--- src/rtl/arb21_ctrl_pkg.sv ---
// Shared types and helpers for the two-port round-robin burst arbiter.
package arb21_ctrl_pkg;

  // Arbiter ownership states: idle, or a grant held by port 0 / port 1.
  typedef enum logic [1:0] {
    ST_IDLE = 2'd0,
    ST_OWN0 = 2'd1,
    ST_OWN1 = 2'd2
  } state_e;

  // Pick the next owner from IDLE; a tie goes to the port named by prio.
  function automatic state_e arb_pick(input logic v0, input logic v1, input logic prio);
    state_e pick;
    if (v0 && v1) begin
      pick = prio ? ST_OWN1 : ST_OWN0;
    end else if (v0) begin
      pick = ST_OWN0;
    end else if (v1) begin
      pick = ST_OWN1;
    end else begin
      pick = ST_IDLE;
    end
    return pick;
  endfunction

endpackage

--- src/rtl/arb21_ctrl_mux21.sv ---
// Plain 2:1 mux used to steer the owning requester's {last, data} beat.
module mux21 #(
  parameter int Size = 9
) (
  input  logic [Size-1:0] a0,
  input  logic [Size-1:0] a1,
  input  logic            sel,
  output logic [Size-1:0] y
);

  // Select port 1 when sel is high, port 0 otherwise.
  always_comb begin
    if (sel) begin
      y = a1;
    end else begin
      y = a0;
    end
  end

endmodule

--- src/rtl/arb21_ctrl.sv ---
// Round-robin burst arbiter: grants whole bursts from two requesters to one
// downstream channel and registers the accepted beat into a one-entry stage.
module arb21_ctrl
  import arb21_ctrl_pkg::*;
#(
  parameter int Size     = 8,
  parameter int MaxBurst = 4,
  parameter int CntW     = 3
) (
  input  logic            clk,
  input  logic            rst,
  input  logic            v0,
  input  logic [Size-1:0] a0,
  input  logic            last0,
  output logic            rdy0,
  input  logic            v1,
  input  logic [Size-1:0] a1,
  input  logic            last1,
  output logic            rdy1,
  output logic [Size-1:0] y,
  output logic            y_last,
  output logic            y_valid,
  input  logic            y_ready,
  output logic            s,
  output logic            busy
);

  // Beat count value at which the grant is forcibly released.
  localparam logic [CntW-1:0] CntLast = CntW'(MaxBurst - 1);

  state_e            state_q, state_d;
  logic              prio_q, prio_d;
  logic [CntW-1:0]   cnt_q, cnt_d;
  logic              s_q, s_d;
  logic [Size-1:0]   y_q, y_d;
  logic              y_last_q, y_last_d;
  logic              y_valid_q, y_valid_d;

  logic              out_free_s;
  logic              acc_s;
  logic [Size:0]     mux_out_s;

  // The owning port's {last, data} is steered by the current owner.
  mux21 #(.Size(Size + 1)) u_mux (
    .a0  ({last0, a0}),
    .a1  ({last1, a1}),
    .sel (s_q),
    .y   (mux_out_s)
  );

  // Ready to the owner only: the output stage is empty or draining this cycle.
  always_comb begin
    out_free_s = !y_valid_q || y_ready;
    rdy0       = (state_q == ST_OWN0) && out_free_s;
    rdy1       = (state_q == ST_OWN1) && out_free_s;
    acc_s      = (rdy0 && v0) || (rdy1 && v1);
  end

  // Next-state logic: arbitration in IDLE, beat counting and release while owning.
  always_comb begin
    state_d = state_q;
    prio_d  = prio_q;
    cnt_d   = cnt_q;
    s_d     = s_q;
    case (state_q)
      ST_IDLE: begin
        state_d = arb_pick(v0, v1, prio_q);
        if (state_d == ST_OWN1) begin
          s_d = 1'b1;
        end else if (state_d == ST_OWN0) begin
          s_d = 1'b0;
        end else begin
          s_d = s_q;
        end
      end
      ST_OWN0, ST_OWN1: begin
        if (acc_s) begin
          if (mux_out_s[Size] || (cnt_q == CntLast)) begin
            // Release: the port that just finished loses the next tie.
            state_d = ST_IDLE;
            cnt_d   = {CntW{1'b0}};
            prio_d  = (state_q == ST_OWN0);
          end else begin
            cnt_d = cnt_q + {{(CntW-1){1'b0}}, 1'b1};
          end
        end else begin
          cnt_d = cnt_q;
        end
      end
      default: begin
        state_d = ST_IDLE;
        cnt_d   = {CntW{1'b0}};
      end
    endcase
  end

  // Output stage: load on accept, empty when drained, otherwise hold.
  always_comb begin
    y_d       = y_q;
    y_last_d  = y_last_q;
    y_valid_d = y_valid_q;
    if (acc_s) begin
      y_d       = mux_out_s[Size-1:0];
      y_last_d  = mux_out_s[Size];
      y_valid_d = 1'b1;
    end else if (y_ready) begin
      y_valid_d = 1'b0;
    end else begin
      y_valid_d = y_valid_q;
    end
  end

  // State and output registers; reset discards any in-flight beat.
  always_ff @(posedge clk or posedge rst) begin
    if (rst) begin
      state_q   <= ST_IDLE;
      prio_q    <= 1'b0;
      cnt_q     <= {CntW{1'b0}};
      s_q       <= 1'b0;
      y_q       <= {Size{1'b0}};
      y_last_q  <= 1'b0;
      y_valid_q <= 1'b0;
    end else begin
      state_q   <= state_d;
      prio_q    <= prio_d;
      cnt_q     <= cnt_d;
      s_q       <= s_d;
      y_q       <= y_d;
      y_last_q  <= y_last_d;
      y_valid_q <= y_valid_d;
    end
  end

  assign y       = y_q;
  assign y_last  = y_last_q;
  assign y_valid = y_valid_q;
  assign s       = s_q;
  assign busy    = (state_q != ST_IDLE);

endmodule

--- config.mk ---
export PLATFORM = sky130hd
export DESIGN_NAME = arb21_ctrl
export DESIGN_NICKNAME = d
export VERILOG_FILES = /design/src/rtl/arb21_ctrl_pkg.sv /design/src/rtl/arb21_ctrl_mux21.sv /design/src/rtl/arb21_ctrl.sv
export SDC_FILE = /design/constraint.sdc
export NUM_CORES = 1
export LEC_CHECK = 0
export ABC_AREA = 1
export CAP_MARGIN = 20
export CORE_MARGIN = 1
export CORE_UTILIZATION = 40
export DETAILED_ROUTE_END_ITERATION = 8
export DONT_BUFFER_PORTS = 1
export PLACE_DENSITY = 0.59
export REMOVE_ABC_BUFFERS = 1
export SYNTH_ARGS = -nofsm -noshare
export SYNTH_HDL_FRONTEND = slang
export SYNTH_SLANG_ARGS = --single-unit
--- constraint.sdc ---
create_clock -name clk -period 1.5 [get_ports clk]
set_input_delay 0.225 -clock clk [delete_from_list [all_inputs] [get_ports clk]]
set_output_delay 0.225 -clock clk [all_outputs]
set_load 0.01 [all_outputs]
After elaboration in Yosys (flattened, before gate mapping)
Index checks and enable logic that the tools add are counted.

cells by class
  add/sub/neg operators = 1
  equality and inequality tests = 7
  muxes and demuxes = 16
  bitwise gates (word level) = 1
  reduce and logical (&&, ||, !) cells = 18

operators with widths
  cell                   count
  $mux W2                7
  $mux W9                1
  $mux W3                2
  $pmux W3 S2            1
  $reduce_and A2 Y1      3
  $reduce_bool A2 Y1     3
  $logic_and A1 B1 Y1    5
  $eq A2 B1 Y1 const B   2
  $eq A2 B2 Y1 const B   2
  $mux W1                4
  $ne A2 B2 Y1 const B   2
  $pmux W2 S2            1
  $add A3 B1 Y3 const B  1
  $eq A3 B2 Y1 const B   1
  $logic_or A1 B1 Y1     3
  $reduce_and A3 Y1      1
  $logic_not A2 Y1       1
  $reduce_or A2 Y1       1
  $logic_not A1 Y1       1
  $not A1 Y1             1

word-level totals
  output and inout bits = 14
  logic and storage cells = 50
  register bits = 17
  input port bits = 23

Depth between registers and ports, before layout
  word-level depth = 7
  depth in mapped cells = 7
  gate-level depth less buffers = 7

Hierarchy
Synthesis repeated with hierarchy kept, for this count alone.

second synthesis, totals
  cell total of the unflattened synthesis = 132
  area total of the unflattened synthesis = 979.7 sq um

by module, submodules not included
  module      sequential area each (sq um)  area each (sq um)  times used  cells an instance
  arb21_ctrl  425.4                         863.3              1           103
  mux21       0.0                           116.4              1           29

Worst setup path before layout
OpenSTA, ideal clock, no wires.

  kind = register to register
  start point = register cnt_q[0]
  end point = register cnt_q[0]
  buffers on the path = 0
  library setup time = 0.065 ns
  data arrival time = 1.167 ns
  required time = 1.435 ns
  cell stages (with the launch flop) = 8
  setup slack = 0.268 ns
  clock period less this slack = 1.232 ns
  cells stage by stage = dfrtp_1 > ha_1 > ha_1 > inv_1 > nand4_4 > nor2_1 > nand3_1 > nand2_1

between the ends
  word-level cells in the longest chain between the ends = 5
  elaborated cells on any way between the ends = 6
  classes of those cells = 1 x add/sub; 1 x eq/ne; 3 x mux; 1 x reduce/logical

ends and longest elaborated chain
  what                                                                   RTL line           RTL
  start, declared                                                        arb21_ctrl.sv:33   logic [CntW-1:0] cnt_q, cnt_d;
  start signal, assigned                                                 arb21_ctrl.sv:118  cnt_q <= {CntW{1'b0}};
  start signal, assigned                                                 arb21_ctrl.sv:126  cnt_q <= cnt_d;
  parallel branches: the longest is 2 deep, another holds $add A3 B1 Y3  n/a
  $mux W3 *                                                              arb21_ctrl.sv:78   if (mux_out_s[Size] || (cnt_q == CntLast)) begin
  $mux W3 *                                                              arb21_ctrl.sv:77   if (acc_s) begin
  $pmux W3 S2 *                                                          arb21_ctrl.sv:65   case (state_q)

Every way passes the cells marked *. The select of a mux whose other input is x is not followed.
A chain may end at the register's enable or synchronous reset.

Worst setup path in the final report
  start point = register state_q[1]
  end point = output port rdy0

between the ends
  word-level cells in the longest chain between the ends = 2

ends and longest elaborated chain
  what                    RTL line           RTL
  start, declared         arb21_ctrl.sv:31   state_e state_q, state_d;
  start signal, assigned  arb21_ctrl.sv:124  state_q <= state_d;
  $eq A2 B1 Y1            arb21_ctrl.sv:54   rdy0 = (state_q == ST_OWN0) && out_free_s;
  $logic_and A1 B1 Y1     arb21_ctrl.sv:54
  end, declared           arb21_ctrl.sv:15   output logic rdy0,

Every way passes these cells.

==> metrics list <==
- Synthesis inferred 17 register bits.
- The total area inside the core boundary comes to around 2300 µm².
* Pwr dens: roughly 2000 nW/µm²
- The total overflow left after global routing is 0.
- In this run the deepest clock path goes through 2 buffers.
- The clock net in this run drives a total of 17 sinks.
* Worst clock skew: roughly 0.0015 ns
* Die area: 2670 µm²
* First drt pass iteration count: 4
* Worst Setup Start Kind: flip-flop
- Clock insertion delay at the later pin of the skew report: around 0.29 ns
* Number of vias per cell: roughly 5.2
- Cell accounting for the most synthesized area: sky130_fd_sc_hd__dfrtp_1
- H-tree depth reported by CTS: 1
- The run finished with clean final reports.
* Place WS: between 0.07 and 0.08 ns
- Clock-pin slew was measured on the worst setup and hold paths at roughly 0.1 ns.
* Input/output buffers: 0
- DIE WIDTH: roughly 52 µm
- After detailed routing, the average wire length per cell comes to 12.0 µm.
- The cell area that synthesis handed to floorplanning was around 1000 µm².
- STA puts the critical path data arrival time at roughly 1.2 ns.
- Adding up every negative setup slack in the final design gives 0 ns.
- At the pin with the least slew margin, the transition time is around 0.66 ns.
- Cells with a size suffix above 1 make up 15.4% of the layout.
- After synthesis, flip-flops and latches occupy a little over two fifths of the total area.
- On the worst path, the slowest cell contributes a delay of 0.41 ns.
- The routed design has 1810 µm of wire.
- Wire length of the first global-routing pass: approximately 3000 µm
- Critical Path RT: 1.27 ns
* Top cells by area in the synthesized netlist: sky130_fd_sc_hd__dfrtp_1 (43%), sky130_fd_sc_hd__nand2_1 (14%), sky130_fd_sc_hd__ha_1 (7.6%)
- Of the available clock period, the critical path in the final layout requires a little over nine tenths.
- Number of buffers and inverters on the critical path: 1
* Detailed Place HPWL: 1420 µm
* Area share of the leading cell type in the synthesized netlist: a little over two fifths
* Cells along the critical path: inv_1 > ha_1 > a21boi_2
- The initial antenna violation count is 0.
- Final estimated routing congestion in global placement: 0.694
* Class of the tightest hold or removal check: in -> reg
- Synthesis produced ~120 cells.
* Number of core rows: 17
- Pin count of the biggest net entering global routing: 18
* Worst-path cell with the longest stage delay: sky130_fd_sc_hd__dfrtp_1
- The analysis attributes to cell leakage a power of 0.550 nW.
- In this run the remaining antenna-violating nets after routing total 0.
- Of all nets on the critical path, the largest fanout is 3.
- The tree is rooted in a sky130_fd_sc_hd__clkbuf_4.
- Type of element capturing the critical path: primary output
* Number of failing hold endpoints at the final stage: 0
* RSZ-0062 raised after global routing: no
- Initial Utilization: between 40% and 50%
* Post-Syn Area per Cell: between 8 and 9 µm²
- Worst Path Class, Setup: reg -> out
- Worst-case headroom to the max-slew limit: around 56%
- The die is about 52 µm tall.
- In this run, the number of DRC markers left after iteration 0 of detailed routing was 6.
* Fin crit period: between 1 and 1.5 ns
* Synth warn: 0
- In the final design database the tool counted around 150 nets.
* Number of global-route vias before repair: about 730
* CTS tree: yes
- The number of antenna diodes in the final layout is 0.
* I/O pin total: 37
- Summing over every cut layer, the via total after detailed routing is between 700 and 800.
- After filler insertion, the fill cell instance count of the layout stands at around 240.
- Dominant delay contributor by cell family on the critical path: flip-flops
- Hold Worst Slack: between 0.06 and 0.07 ns
* Min setup slack post-route: 0.0895 ns
- Layout overhead on the synthesized area: 11.5%
- Total count of max-transition violations in the final report: 0
* Final routed DRC violation total: 0
- VDD IR max: approximately 0.00077 V
* Max capacitance violation total: 0
- Setup violations remaining at the end of the flow were counted as 0.
* Highest Clock Rate: just over 700 MHz
- Netlist cell types: 20
- The number of clock buffers added by TritonCTS is 3.
- Total Routing Usage GR: 15.8%
==> cell families after synthesis <==
kind of cell	share of synthesized area, %
DFF	43.0
AOI/OAI and AO/OA	9.11
buffers and inverters	7.09
and+or+nand+nor	33.2
adders and majority gates	7.59
==> path summary, 6_finish.rpt <==
kind	start	to	slack (ns)	cells after the start
min in group asynchronous	rst	cnt_q[1]	0.45	2
max in group asynchronous	rst	cnt_q[0]	0.63	2
min	a0[5]	y[5]	0.06	2
min reg2reg	cnt_q[1]	cnt_q[1]	0.49	2
max	state_q[1]	rdy0	0.09	3
max reg2reg	cnt_q[0]	cnt_q[2]	0.14	7
==> power by group <==
group | switching [mW] | internal [mW] | total (mW)
Clock | 0.150 | 0.0993 | 0.249
Combinational | 0.653 | 0.442 | 1.09
Sequential | 0.220 | 0.655 | 0.875
==> repair_timing <==
action / 4_1_cts / 5_1_grt
pin swaps: 0 / 1
setup endpoints to repair: 2 / 13
hold buffers: 1 / 0
gates resized for setup: 2 / 4
hold endpoints to repair: 17 / 0
gates cloned: 0 / 0
setup buffers: 0 / 2
==> routing by layer <==
layer  wire, µm  up-vias  GRT usage (%)  share of wire, %
li1           -      396              -                 -
met3        128        5           6.43               7.1
met2        935       26           29.9                52
met4         20        0           4.05               1.1
met1        729      361           15.9                40
met5          0        -              0                 0
==> cell usage after synthesis, drive strengths merged <==
master  count
a21boi      2
buf         2
clkinv      1
dfrtp      17
ha          6
inv        11
nand2      42
nand3      10
nand4       2
nor2        6
o211ai      8
o21ai       2
or2         8
==> layout by cell type, fill, tap and decap left out, drive strengths merged, types with 3 or more instances in the layout <==
| cell | Yosys | layout |
|---|---|---|
| buf | 2 | 3 |
| clkbuf | 0 | 3 |
| or2 | 8 | 8 |
| nand3 | 10 | 10 |
| inv | 11 | 11 |
| nand2 | 42 | 42 |
| o211ai | 8 | 8 |
| nor2 | 6 | 6 |
| dfrtp | 17 | 17 |
| ha | 6 | 6 |
==> stage by stage <==
stage          utilization, %  instances  power (mW)  area [µm²]
2_1_floorplan               -        115        1.63         966
3_3_place_gp             44.3        144        1.84        1010
3_5_place_dp             44.3        144        1.86        1010
4_1_cts                  46.0        149        2.12        1050
5_1_grt                  48.4        151        2.46        1100
6_report                 48.4        151        2.22        1100
==> flip-flops by register name, summed over array words and instances (netlist names) <==
signal / count
cnt_q: 3
prio_q: 1
y: 8
s: 1
y_valid: 1
y_last: 1
state_q: 2
==> layout make-up <==
class	count	area [µm²]	area share, %
Multi-Input combinational cell	86	505	45.9
Timing Repair Buffer	4	57.6	5.22
Tap cell	28	35.0	3.18
Sequential cell	17	425	38.6
Clock inverter	1	5.00	0.454
Inverter	12	51.3	4.65
Clock buffer	3	22.5	2.04
Note: power is estimated with default switching activity, not from simulation.
